## src/rtl/ddr3_burst_pkg.sv

```systemverilog
// Shared types and pattern helpers for the DDR3 burst writer/reader test cores.
// The writer stores {24'h0, beat_index} in the low word of every beat.
package ddr3_burst_pkg;

   typedef enum logic [2:0] {
      S_IDLE,
      S_GAP,
      S_REQ,
      S_DATA,
      S_STOP
   } state_t;

   localparam logic [7:0]  BURSTCNT_DEF = 8'h80;
   localparam logic [28:0] ADDRESS_DEF  = 29'h2400000;

   function automatic logic [31:0] expected_word(input logic [7:0] idx);
      return {24'h0, idx};
   endfunction

   function automatic logic [7:0] gap_cycles(input logic [2:0] sel);
      return (sel == 3'd0) ? 8'd0 : (8'd1 << sel);
   endfunction

endpackage

```

## src/rtl/ddr3_beat_check.sv

```systemverilog
// Compares returned beats against the writer pattern; keeps the error
// counter and latches the first failing beat since reset.
module ddr3_beat_check
   import ddr3_burst_pkg::*;
(
   input  logic        clk,
   input  logic        reset_n,
   input  logic        beat,
   input  logic        spurious,
   input  logic [7:0]  idx,
   input  logic [31:0] data,
   output logic        mismatch,
   output logic [15:0] err_cnt,
   output logic [7:0]  first_err_beat,
   output logic [31:0] first_err_data
);

   logic err;
   logic first_seen;

   assign mismatch = beat && (data != expected_word(idx));
   assign err      = mismatch || spurious;

   always_ff @(posedge clk) begin
      if (!reset_n) begin
         err_cnt        <= 16'h0;
         first_err_beat <= 8'h0;
         first_err_data <= 32'h0;
         first_seen     <= 1'b0;
      end else if (err) begin
         if (err_cnt != 16'hFFFF)
            err_cnt <= err_cnt + 16'd1;
         if (!first_seen) begin
            first_seen     <= 1'b1;
            first_err_beat <= spurious ? 8'hFF : idx;
            first_err_data <= data;
         end
      end
   end

endmodule

```

## src/rtl/ddr3_burst_reader.sv

```systemverilog
// Read-side DDR3 test core: issues fixed read bursts at the pattern region,
// checks every returned beat and reports pass/error counts and timeouts.
module ddr3_burst_reader
   import ddr3_burst_pkg::*;
#(
   parameter logic [7:0]  BURSTCNT    = BURSTCNT_DEF,
   parameter logic [28:0] ADDRESS     = ADDRESS_DEF,
   parameter int unsigned TIMEOUT_CYC = 4096
) (
   input  logic        clk_ddr3,
   input  logic        reset_n,
   input  logic        enable,
   input  logic        stop_req,
   input  logic [2:0]  wait_sel,
   input  logic        ddram_busy,
   output logic [7:0]  ddram_burstcnt,
   output logic [28:0] ddram_addr,
   output logic        ddram_rd,
   input  logic [63:0] ddram_dout,
   input  logic        ddram_dout_ready,
   output logic [15:0] burst_ok_cnt,
   output logic [15:0] err_cnt,
   output logic [7:0]  first_err_beat,
   output logic [31:0] first_err_data,
   output logic        timeout,
   output logic        stopped
);

   localparam int TW = $clog2(TIMEOUT_CYC + 1);

   state_t        state;
   logic          stop_latch;
   logic          stop_now;
   logic          burst_bad;
   logic          mismatch;
   logic          beat;
   logic          spurious;
   logic          last_beat;
   logic [7:0]    gap_cnt;
   logic [7:0]    gap_tgt;
   logic [7:0]    beat_idx;
   logic [TW-1:0] to_cnt;
   logic          unused_hi;

   // upper half carries no pattern (writer byte enable is 8'h0F)
   assign unused_hi = ^ddram_dout[63:32];

   assign stop_now  = stop_latch || stop_req;
   assign beat      = ddram_dout_ready && (state == S_DATA);
   assign spurious  = ddram_dout_ready
                   && (state inside {S_GAP, S_REQ, S_STOP});
   assign last_beat = beat && (beat_idx == BURSTCNT - 8'd1);
   assign stopped   = (state == S_STOP);

   ddr3_beat_check u_check (
      .clk            (clk_ddr3),
      .reset_n        (reset_n),
      .beat           (beat),
      .spurious       (spurious),
      .idx            (beat_idx),
      .data           (ddram_dout[31:0]),
      .mismatch       (mismatch),
      .err_cnt        (err_cnt),
      .first_err_beat (first_err_beat),
      .first_err_data (first_err_data)
   );

   always_ff @(posedge clk_ddr3) begin
      if (!reset_n) begin
         state          <= S_IDLE;
         stop_latch     <= 1'b0;
         burst_bad      <= 1'b0;
         gap_cnt        <= 8'h0;
         gap_tgt        <= 8'h0;
         beat_idx       <= 8'h0;
         to_cnt         <= '0;
         ddram_rd       <= 1'b0;
         ddram_burstcnt <= 8'h0;
         ddram_addr     <= 29'h0;
         burst_ok_cnt   <= 16'h0;
         timeout        <= 1'b0;
      end else begin
         if (stop_req)
            stop_latch <= 1'b1;
         unique case (state)
            S_IDLE: begin
               if (stop_now) begin
                  state <= S_STOP;
               end else if (enable) begin
                  state   <= S_GAP;
                  gap_cnt <= 8'h0;
                  gap_tgt <= gap_cycles(wait_sel);
               end
            end
            S_GAP: begin
               if (stop_now) begin
                  state <= S_STOP;
               end else if (!enable) begin
                  state <= S_IDLE;
               end else if (gap_cnt == gap_tgt) begin
                  state          <= S_REQ;
                  ddram_rd       <= 1'b1;
                  ddram_burstcnt <= BURSTCNT;
                  ddram_addr     <= ADDRESS;
               end else begin
                  gap_cnt <= gap_cnt + 8'd1;
               end
            end
            S_REQ: begin
               if (!ddram_busy) begin
                  state          <= S_DATA;
                  ddram_rd       <= 1'b0;
                  ddram_burstcnt <= 8'h0;
                  ddram_addr     <= 29'h0;
                  beat_idx       <= 8'h0;
                  to_cnt         <= '0;
                  burst_bad      <= 1'b0;
               end
            end
            S_DATA: begin
               if (beat) begin
                  to_cnt   <= '0;
                  beat_idx <= beat_idx + 8'd1;
                  if (mismatch)
                     burst_bad <= 1'b1;
                  if (last_beat) begin
                     if (!burst_bad && !mismatch
                         && burst_ok_cnt != 16'hFFFF)
                        burst_ok_cnt <= burst_ok_cnt + 16'd1;
                     if (stop_now) begin
                        state <= S_STOP;
                     end else if (enable) begin
                        state   <= S_GAP;
                        gap_cnt <= 8'h0;
                        gap_tgt <= gap_cycles(wait_sel);
                     end else begin
                        state <= S_IDLE;
                     end
                  end
               end else if (to_cnt == TW'(TIMEOUT_CYC - 1)) begin
                  timeout <= 1'b1;
                  state   <= S_STOP;
               end else begin
                  to_cnt <= to_cnt + TW'(1);
               end
            end
            S_STOP: begin
               state <= S_STOP;
            end
            default: state <= S_IDLE;
         endcase
      end
   end

endmodule

```

## config.mk

```make
export PLATFORM = sky130hd
export DESIGN_NAME = ddr3_burst_reader
export DESIGN_NICKNAME = d
export VERILOG_FILES = /design/src/rtl/ddr3_burst_pkg.sv /design/src/rtl/ddr3_beat_check.sv /design/src/rtl/ddr3_burst_reader.sv
export SDC_FILE = /design/constraint.sdc
export NUM_CORES = 1
export LEC_CHECK = 0
export CAP_MARGIN = 20
export CORE_UTILIZATION = 35
export DETAILED_ROUTE_END_ITERATION = 7
export HOLD_SLACK_MARGIN = 0.12
export SLEW_MARGIN = 20
export SYNTH_ARGS = -nofsm -noshare
export SYNTH_HDL_FRONTEND = slang
export SYNTH_SLANG_ARGS = --single-unit
```

## constraint.sdc

```tcl
create_clock -name clk_ddr3 -period 3.2 [get_ports clk_ddr3]
set_clock_uncertainty 0.2 [all_clocks]
set_input_delay 0.48 -clock clk_ddr3 [delete_from_list [all_inputs] [get_ports clk_ddr3]]
set_output_delay 0.48 -clock clk_ddr3 [all_outputs]
set_load 0.02 [all_outputs]
```

; Word-level counts from Yosys, hierarchy flattened
; Index checks and enable logic that the tools add are counted.
[totals]
register_bits = 154
in_bits = 73
out_inout_bits = 112
word_cells = 126
[classes]
add_sub_neg = 5
n_eq_ne = 23
shift = 1
muxes = 51
n_bitwise = 2
n_reduce_logical = 28
[ops]
columns = operator, n
row1 = 2-to-1 mux 8 bit, 18
row2 = 2-to-1 mux 29 bit, 4
row3 = one-hot mux 29 bit (2 select lines), 1
row4 = one-hot mux 8 bit (2 select lines), 3
row5 = 2-to-1 mux 13 bit, 3
row6 = adder 16 x 1 -> 16 bit (second input constant), 2
row7 = != test 16 bit (second input constant), 2
row8 = != test 32 x 8 -> 1 bit, 1
row9 = 2-to-1 mux 3 bit, 10
row10 = one-hot mux 13 bit (2 select lines), 1
row11 = one-hot mux 8 bit (3 select lines), 1
row12 = adder 8 x 1 -> 8 bit (second input constant), 2
row13 = one-hot mux 3 bit (5 select lines), 1
row14 = != test 2 bit (second input constant), 7
row15 = adder 13 x 1 -> 13 bit (second input constant), 1
row16 = == test 13 x 12 -> 1 bit (second input constant), 1
row17 = AND reduction 3 bit, 4
row18 = AND reduction 5 bit, 2
row19 = != test 3 bit (second input constant), 3
row20 = == test 8 x 7 -> 1 bit (second input constant), 1
row21 = == test 8 bit, 1
row22 = AND reduction 4 bit, 2
row23 = << shifter 1 x 3 -> 8 bit (first input constant), 1
row24 = 2-to-1 mux 1 bit, 7
row25 = other kinds (16), 31

; Depth between registers and ports, before layout
; Gate-level depths: netlist of the first run.
[depth]
ltp_word = 7
depth_mapped = 10
mapped_depth_nobuf = 7

; Modules after synthesis
; From an unflattened synthesis of the first run, not the netlist that was laid out.
[hier_totals]
hier_cells = 636
hier_area_um2 = 5866.9
[modules_own_cells]
columns = mod, instances, cells_per_inst, area_each_um2, seq_area_each_um2
row1 = ddr3_burst_reader, 1, 400, 3419.5, 1181.1
row2 = ddr3_beat_check, 1, 236, 2447.3, 1141.1

; Worst setup path after synthesis of the first run
; Ideal clock, no wire load.
[synth_timing]
path_type = in2reg
from = input ddram_dout[14]
to = register burst_ok_cnt[14]
setup_ns = 0.070
t_arrival_ns = 2.598
required_time_ns = 2.930
path_slack_ns = 0.332
stages = 8
n_path_buf = 2
cell_sequence = nor4_1 -> nand4_1 -> or4_1 -> buf_2 -> or3_1 -> buf_6 -> or4_1 -> a21oi_1
[synth_via]
elab_chain_len = 6
[synth_lines]
columns = element, line
row1 = from (decl), ddr3_burst_reader.sv:19  ; input logic [63:0] ddram_dout,
row2 = != test 32 x 8 -> 1 bit, ddr3_beat_check.sv:21  ; assign mismatch = beat && (data != expected_word(idx));
row3 = logical AND 1 bit, ddr3_beat_check.sv:21
row4 = zero test 1 bit, ddr3_burst_reader.sv:127  ; if (!burst_bad && !mismatch
row5 = logical AND 1 bit, ddr3_burst_reader.sv:127
row6 = logical AND 1 bit, ddr3_burst_reader.sv:128  ; && burst_ok_cnt != 16'hFFFF)
row7 = AND reduction 4 bit (no line), -
row8 = to (signal assigned), ddr3_burst_reader.sv:129  ; burst_ok_cnt <= burst_ok_cnt + 16'd1;
row9 = to (decl), ddr3_burst_reader.sv:21  ; output logic [15:0] burst_ok_cnt,
; No other way between the ends.
; A chain may end at the register's enable or synchronous reset.

; Worst setup path after layout of the first run
[layout_timing]
from = input enable
to = register gap_cnt[5]
[layout_via]
elab_chain_len = 5
word_cells_on_any_way = 7
cone_classes = 1 x eq/ne / 5 x mux / 1 x reduce/logical
[layout_lines]
columns = element, line
row1 = from (decl), ddr3_burst_reader.sv:12  ; input logic enable,
row2 = 2-to-1 mux 8 bit (4 in a row), -
row3 = one-hot mux 8 bit (3 select lines), -
row4 = to (signal assigned), ddr3_burst_reader.sv:106  ; gap_cnt <= gap_cnt + 8'd1;
row5 = to (decl), ddr3_burst_reader.sv:39  ; logic [7:0] gap_cnt;
; Parallel ways exist; a longest one is shown, timed or not. The select of a mux whose other input is x is not followed.

==> results of run 1 <==
-- routing by layer --
metal,global-route usage,wire [um],up-vias
li1,-,-,2635
met1,0.208,6260,2410
met2,0.284,6540,147
met3,0.0751,1180,17
met4,0.0616,158,0
met5,0,0,-
-- cells in the final DEF (no fill, tap or decap), types with 16 or more instances in the layout --
master and instances:
dfxtp_1 116, clkbuf_16 17, conb_1 34, xor2_1 19
clkdlybuf4s50_1 117, nand2_1 68, nand3_1 58, nor2_1 53
xnor2_1 18, nor3_1 16, o21ai_0 52, a21oi_1 35
buf_4 42
-- registers in the layout (all words and copies together), names as in the netlist, 3 cells and up --
| signal | flops |
|---|---|
| u_check.first_err_data | 32 |
| burst_ok_cnt | 16 |
| u_check.err_cnt | 16 |
| to_cnt | 13 |
| beat_idx | 8 |
| gap_cnt | 8 |
| u_check.first_err_beat | 8 |
| gap_tgt | 7 |
| state | 3 |
-- repair_timing --
item	in CTS	in global routing
setup endpoints to repair	0	6
hold buffers	0	0
endpoints found under the hold margin	0	0
resized for setup	0	3
-- cell families after synthesis --
logic type | Yosys count | share of synthesized area
xor+xnor | 37 | 0.0581
compound gates | 133 | 0.148
flops | 116 | 0.417
simple gates | 290 | 0.266
buf+inv | 88 | 0.0862
mux | 7 | 0.0126
other cells | 1 | 0.000673
fa+ha+maj | 5 | 0.0112
-- power by group through the flow --
stage | logic, mW | registers, mW | clock network (mW)
floorplan | 0.355 | 1.73 | 0
global placement | 0.779 | 1.63 | 0
detailed placement | 0.787 | 1.63 | 0
CTS | 0.792 | 1.61 | 1.93
global route | 0.860 | 1.62 | 2.00
finish | 0.789 | 1.61 | 1.89
-- synthesized netlist by cell type, types with 2 or more instances --
| cell | n |
|---|---|
| o41ai_1 | 2 |
| nor4_1 | 14 |
| nand2b_1 | 7 |
| o311ai_0 | 2 |
| o21a_1 | 4 |
| a311oi_1 | 2 |
| nand3_1 | 58 |
| xor2_1 | 19 |
| buf_1 | 4 |
| buf_2 | 3 |
| a21oi_1 | 35 |
| nand2_1 | 68 |
| or3_1 | 14 |
| inv_1 | 14 |
| clkbuf_1 | 28 |
| nor3_1 | 16 |
| mux2i_1 | 7 |
| a22oi_1 | 2 |
| ha_1 | 5 |
| or4_1 | 14 |
| nand4_1 | 15 |
| nor2_1 | 53 |
| o21ai_0 | 52 |
| nor2b_1 | 2 |
| or2_2 | 3 |
| o211ai_1 | 3 |
| nor4b_1 | 3 |
| and4_1 | 4 |
| dfxtp_1 | 116 |
| o221a_2 | 8 |
| buf_4 | 37 |
| and2_1 | 2 |
| nor3b_1 | 3 |
| o31ai_1 | 13 |
| a21boi_0 | 2 |
| and3_1 | 6 |
| xnor2_1 | 18 |
-- worst max-delay path, cell delays in order --
cell	delay, ps
clkdlybuf4s50_1	520
or3b_2	470
or4b_1	520
a21oi_1	190
o21ai_0	290
or4_1	560
a21oi_1	160
-- how the worst max path moves through the flow --
stage                        start  slack (ps)  cells past startpoint               end
global placement    ddram_dout[14]        -330                      8   burst_ok_cnt[6]
floorplan           ddram_dout[14]         330                      8  burst_ok_cnt[14]
global route         ddram_dout[8]          20                      7  burst_ok_cnt[13]
detailed placement  ddram_dout[14]        -360                      8  burst_ok_cnt[12]
finish                      enable         150                      7        gap_cnt[5]
CTS                 ddram_dout[14]          70                      8   burst_ok_cnt[6]
-- final cells by class --
cell class,count,area (um2)
fillers,1447,7700
multi-input cells,506,2930
well taps,211,264
inverters,15,56.3
clock inverters,3,65.1
clock buffers,28,527
flip-flops and latches,116,2320
repair buffers,160,1510
-- stage by stage --
step	util	setup WS, ps	power [mW]
after detailed placement	0.459	-361	2.42
after global routing	0.499	23.5	4.48
after CTS	0.498	71.3	4.33
after global placement	0.459	-335	2.41
final	0.499	146	4.29
after floorplan	-	332	2.08
==> impl_metrics.tcl, run 1 <==
set metrics [dict create \
    run_status "completed" \
    power_per_cell_area_nw_per_um2 559 \
    hp-start "u_check.first_err_data[10]" \
    numPortBuffers 118 \
    dpl_cell_area_um2 7060 \
    timing.setup.tns_ps 0 \
    hold-worst-slack_ps 253 \
    clkPwrFrac 0.441 \
    slew_violations 0 \
    max-slew-margin-rel 0.480 \
    reg2reg_depth 6 \
    cts_buffers 17 \
    cts_root_buffer "clkbuf_16" \
    post_synth_main_area_contributors "dfxtp_1 (42%), nand3_1 (5.2%), buf_4 (5.0%)" \
    grt_first_pass_wirelength_um 23100 \
    yosys_warning_count 0 \
    final_cell_area_um2 7670 \
    yosys_register_bits 116 \
    overflow 0 \
    power.internal_mw 3.15 \
    final.period_utilization 0.954 \
    cp-end-kind "flip-flop" \
    fin_crit_ps 3050 \
    timing.fmax_ghz 0.327 \
    syn_avg_cell_area_um2 8.23 \
    synth_top_cell_area_share 0.417 \
    async_reset_ff_frac 0 \
    tritoncts "built" \
    leakagePower_nw 2.73 \
    clock_pin_slew_on_the_worst_setup_and_hold_paths_ps 50 \
    via_per_inst 5.01 \
    initial_utilization 0.363 \
    detail-route-antenna-nets 0 \
    drv.max_cap_violation_count 0 \
    cts_num_sinks 116 \
    detail_route.iter0.violations 231 \
    ctsLongestPathBuffers 2 \
    number_of_enable_flip_flop_cells_after_synthesis 0 \
    routed-via-count 5209 \
    dieHeight_um 128 \
    antennaDiodeCount 0 \
    path_max_fanout 8 \
    synthDominantAreaCellType "dfxtp_1" \
    placementRows 45 \
    synth_cells 677 \
    seq_power_share 0.375 \
    synth-seq-area-share 0.417 \
    critical_path_arrival_ps 3190 \
    drt-total-wl_um 14100 \
    routed_wire_length_per_instance_um 13.6 \
    worst_ir_drop_vdd_v 0.000348 \
    switching_power_mw 1.13 \
    rr_startpoint "stop_latch" \
    drc 0 \
    synthFlopType "dfxtp_1" \
    mapped_cell_area_um2 5570 \
    drive_above_1_share 0.105 \
    holdPathStages 2 \
    rsz0062_at_grt "false" \
    boundaryPins 185 \
    worst-r2r-setup-slack_ps 410 \
    power.share.switching 0.264 \
    die_width_um 128 \
    hpwlAfterDp_um 10100 \
    hold_viol 0 \
    crit-reg2reg-capture "gap_cnt[5]" \
    gp_routability_congestion 0.800 \
    finalNetCount 894 \
    timing.critical_path.required_ps 3330 \
    pwr-share-comb 0.184 \
    tightest_slew_ps 771 \
    total_routing_usage_reported_by_global_routing 0.176 \
    drt_pass1_iterations 4 \
    core_um2 15400 \
    hold_path_end "u_check.first_err_data[10]" \
    worst-setup-path-type "input pin to flip-flop" \
    type_of_element_launching_the_critical_path "input pin" \
    cts-htree-levels 4 \
    buffer_count_from_post_cts_setup_fixing 0 \
    fp.dieArea_um2 16400 \
    via_count_of_the_first_global_routing_pass 4830 \
    insertion_delay_of_the_later_clocked_pin_in_the_worst_skew_pair_ps 410 \
    relative_area_change_from_synthesis_to_final_layout_pct 37.6 \
    antenna_violations_before_repair 0 \
    setup_viol_count_final 0 \
    post_layout_nonfiller_instances 1039 \
    dp_cells 1008 \
    hold_path.class "flip-flop to flip-flop" \
    ys_types 56 \
    grt_max_degree 58 \
]
Power figures use the tool's default switching activity.
==> inputs of run 2 (changes only) <==
CAP_MARGIN = default   (was 20)
CORE_UTILIZATION = 46   (was 35)
CTS_CLUSTER_DIAMETER = 40   (was default)
PLACE_DENSITY = 0.8   (was default)
==> run 2 against run 1 <==
Global-route usage increased by 5.9 points; worst setup slack worse by 46 ps; the flow now finishes with violations (DRC); highest routed layer unchanged; total power rose by 0.79%; critical path type unchanged; register-to-register slack worse by 30 ps.
==> impl_metrics.tcl, run 2 (same netlist as run 1, synthesis figures left out) <==
set metrics [dict create \
    run_status "complete, but fails checks" \
    violations "DRC" \
    overflow 0 \
    insertion_delay_of_the_later_clocked_pin_in_the_worst_skew_pair_ps 400 \
    setup_viol_count_final 0 \
    buffer_count_from_post_cts_setup_fixing 0 \
    finalNetCount 892 \
    hold_path_end "u_check.first_err_data[26]" \
    clock_pin_slew_on_the_worst_setup_and_hold_paths_ps 50 \
    hold_path.class "flip-flop to flip-flop" \
    initial_utilization 0.480 \
    rsz0062_at_grt "false" \
    gp_routability_congestion 0.877 \
    drive_above_1_share 0.107 \
    drv.max_cap_violation_count 0 \
    cts_buffers 17 \
    antenna_violations_before_repair 0 \
    switching_power_mw 1.16 \
    largest_register_ff_count 32 \
    drc 4 \
    detail-route-antenna-nets 0 \
    fillers 943 \
    timing.critical_path.required_ps 3320 \
    postCtsHoldBufs 0 \
    dp_cells 938 \
    routed_wire_length_per_instance_um 14.9 \
    postCtsResizedCells 0 \
    reg2reg_depth 6 \
    critical_path_arrival_ps 3220 \
    cts_num_sinks 116 \
    via_count_of_the_first_global_routing_pass 5122 \
    grt_max_degree 76 \
    leakagePower_nw 2.72 \
    hold_viol 0 \
    power.share.switching 0.267 \
    final.period_utilization 0.969 \
    routed-via-count 5401 \
    dieHeight_um 112 \
    seq_power_share 0.372 \
    timing.setup.tns_ps 0 \
    layout_commonest_cell "clkdlybuf4s50_1" \
    power.internal_mw 3.16 \
    cts-htree-levels 4 \
    drt-total-wl_um 14400 \
    placementRows 39 \
    total_routing_usage_reported_by_global_routing 0.235 \
    tightest_slew_ps 726 \
    die_width_um 112 \
    max_flop_register "u_check.first_err_data" \
    tritoncts "built" \
    max-slew-margin-rel 0.511 \
    drt_pass1_iterations 7 \
    timing.fmax_ghz 0.323 \
    relative_area_change_from_synthesis_to_final_layout_pct 35.8 \
    core_um2 11600 \
    pwr-share-comb 0.185 \
    crit-reg2reg-capture "burst_ok_cnt[13]" \
    grt_first_pass_wirelength_um 23800 \
    hold-worst-slack_ps 258 \
    fin_crit_ps 3100 \
    path_max_fanout 4 \
    detail_route.iter0.violations 303 \
    antennaDiodeCount 0 \
    post_layout_nonfiller_instances 969 \
    final_cell_mix "clkdlybuf4s50_1 (117), dfxtp_1 (116), nand2_1 (68)" \
    rr_startpoint "beat_idx[4]" \
    clkPwrFrac 0.444 \
    hp-start "u_check.first_err_data[26]" \
    via_per_inst 5.57 \
    power_per_cell_area_nw_per_um2 571 \
    numPortBuffers 118 \
    cp-end-kind "flip-flop" \
    ctsLongestPathBuffers 2 \
    biggest_registers_after_layout "u_check.first_err_data (32), burst_ok_cnt (16), u_check.err_cnt (16)" \
    boundaryPins 185 \
    worst-r2r-setup-slack_ps 380 \
    type_of_element_launching_the_critical_path "input pin" \
    final_cell_area_um2 7570 \
    dpl_cell_area_um2 6960 \
    worst_ir_drop_vdd_v 0.000364 \
    hpwlAfterDp_um 10200 \
    fp.dieArea_um2 12600 \
    holdPathStages 2 \
    cts_root_buffer "clkbuf_16" \
    worst-setup-path-type "input pin to flip-flop" \
    slew_violations 0 \
]
## run 2: changes by cell type in the layout (fill, tap and decap cells not counted)
cell	delta
buf_2	+1
buf_4	-3
bufinv_16	+1
clkbuf_1	-4
clkbuf_8	-3
clkinv_2	+4
clkinvlp_4	+2
nor3_1	-1
nor3_2	+1
nor4_1	+1
nor4_2	-1
or4_1	+1
or4_4	-1
## run 2: power by group through the flow
stage               combinational [mW]  clock, mW  sequential (mW)
finish                           0.798       1.92             1.61
global route                     0.864       2.01             1.62
CTS                              0.796       1.94             1.61
detailed placement               0.791          0             1.63
global placement                 0.774          0             1.63
floorplan                        0.355          0             1.73
## run 2: worst max-delay path by stage
stage	from	end	cells after the start
after global routing	ddram_dout[31]	burst_ok_cnt[13]	7
final	ddram_dout[14]	burst_ok_cnt[13]	7
after detailed placement	ddram_dout[17]	burst_ok_cnt[13]	7
after floorplan	ddram_dout[14]	burst_ok_cnt[14]	8
after global placement	ddram_dout[14]	burst_ok_cnt[4]	8
after CTS	ddram_dout[17]	burst_ok_cnt[13]	7
## run 2: per-layer routing
layer  track usage  wire [um]  vias to the layer above
li1              -          -                     2634
met3        0.0734        993                       27
met2         0.406       7190                      186
met1         0.263       5940                     2554
met4         0.112        287                        0
met5             0          0                        -
## run 2: area by class of cell
class | count | area [um2] | area share
sequential | 116 | 2320 | 0.307
inverter | 15 | 56.3 | 0.00744
tap | 143 | 179 | 0.0236
timing repair buffer | 158 | 1490 | 0.197
clock buffer | 21 | 470 | 0.0621
multi-input combinational | 506 | 2920 | 0.386
clock inverter | 10 | 130 | 0.0172
## run 2: critical path: stages
cell and delay [ps]:
clkdlybuf4s50_1 430, nor4_1 320, nand4_1 170, or4_1 630, or4b_2 780, nor3_2 180
mux2i_1 230
## run 2: metrics by stage
stage                util  setup slack, ps  total power, mW
floorplan               -              332             2.08
detailed placement  0.599             -341             2.42
finish              0.652              100             4.32
global route        0.652             4.66             4.49
CTS                 0.651             23.0             4.35
global placement    0.599             -290             2.40
==> inputs of run 3 (changes only) <==
SKIP_LAST_GASP = 1   (was default)
==> results of run 3 <==
Same layout as run 2: the final DEF is identical, and so are final timing and power.
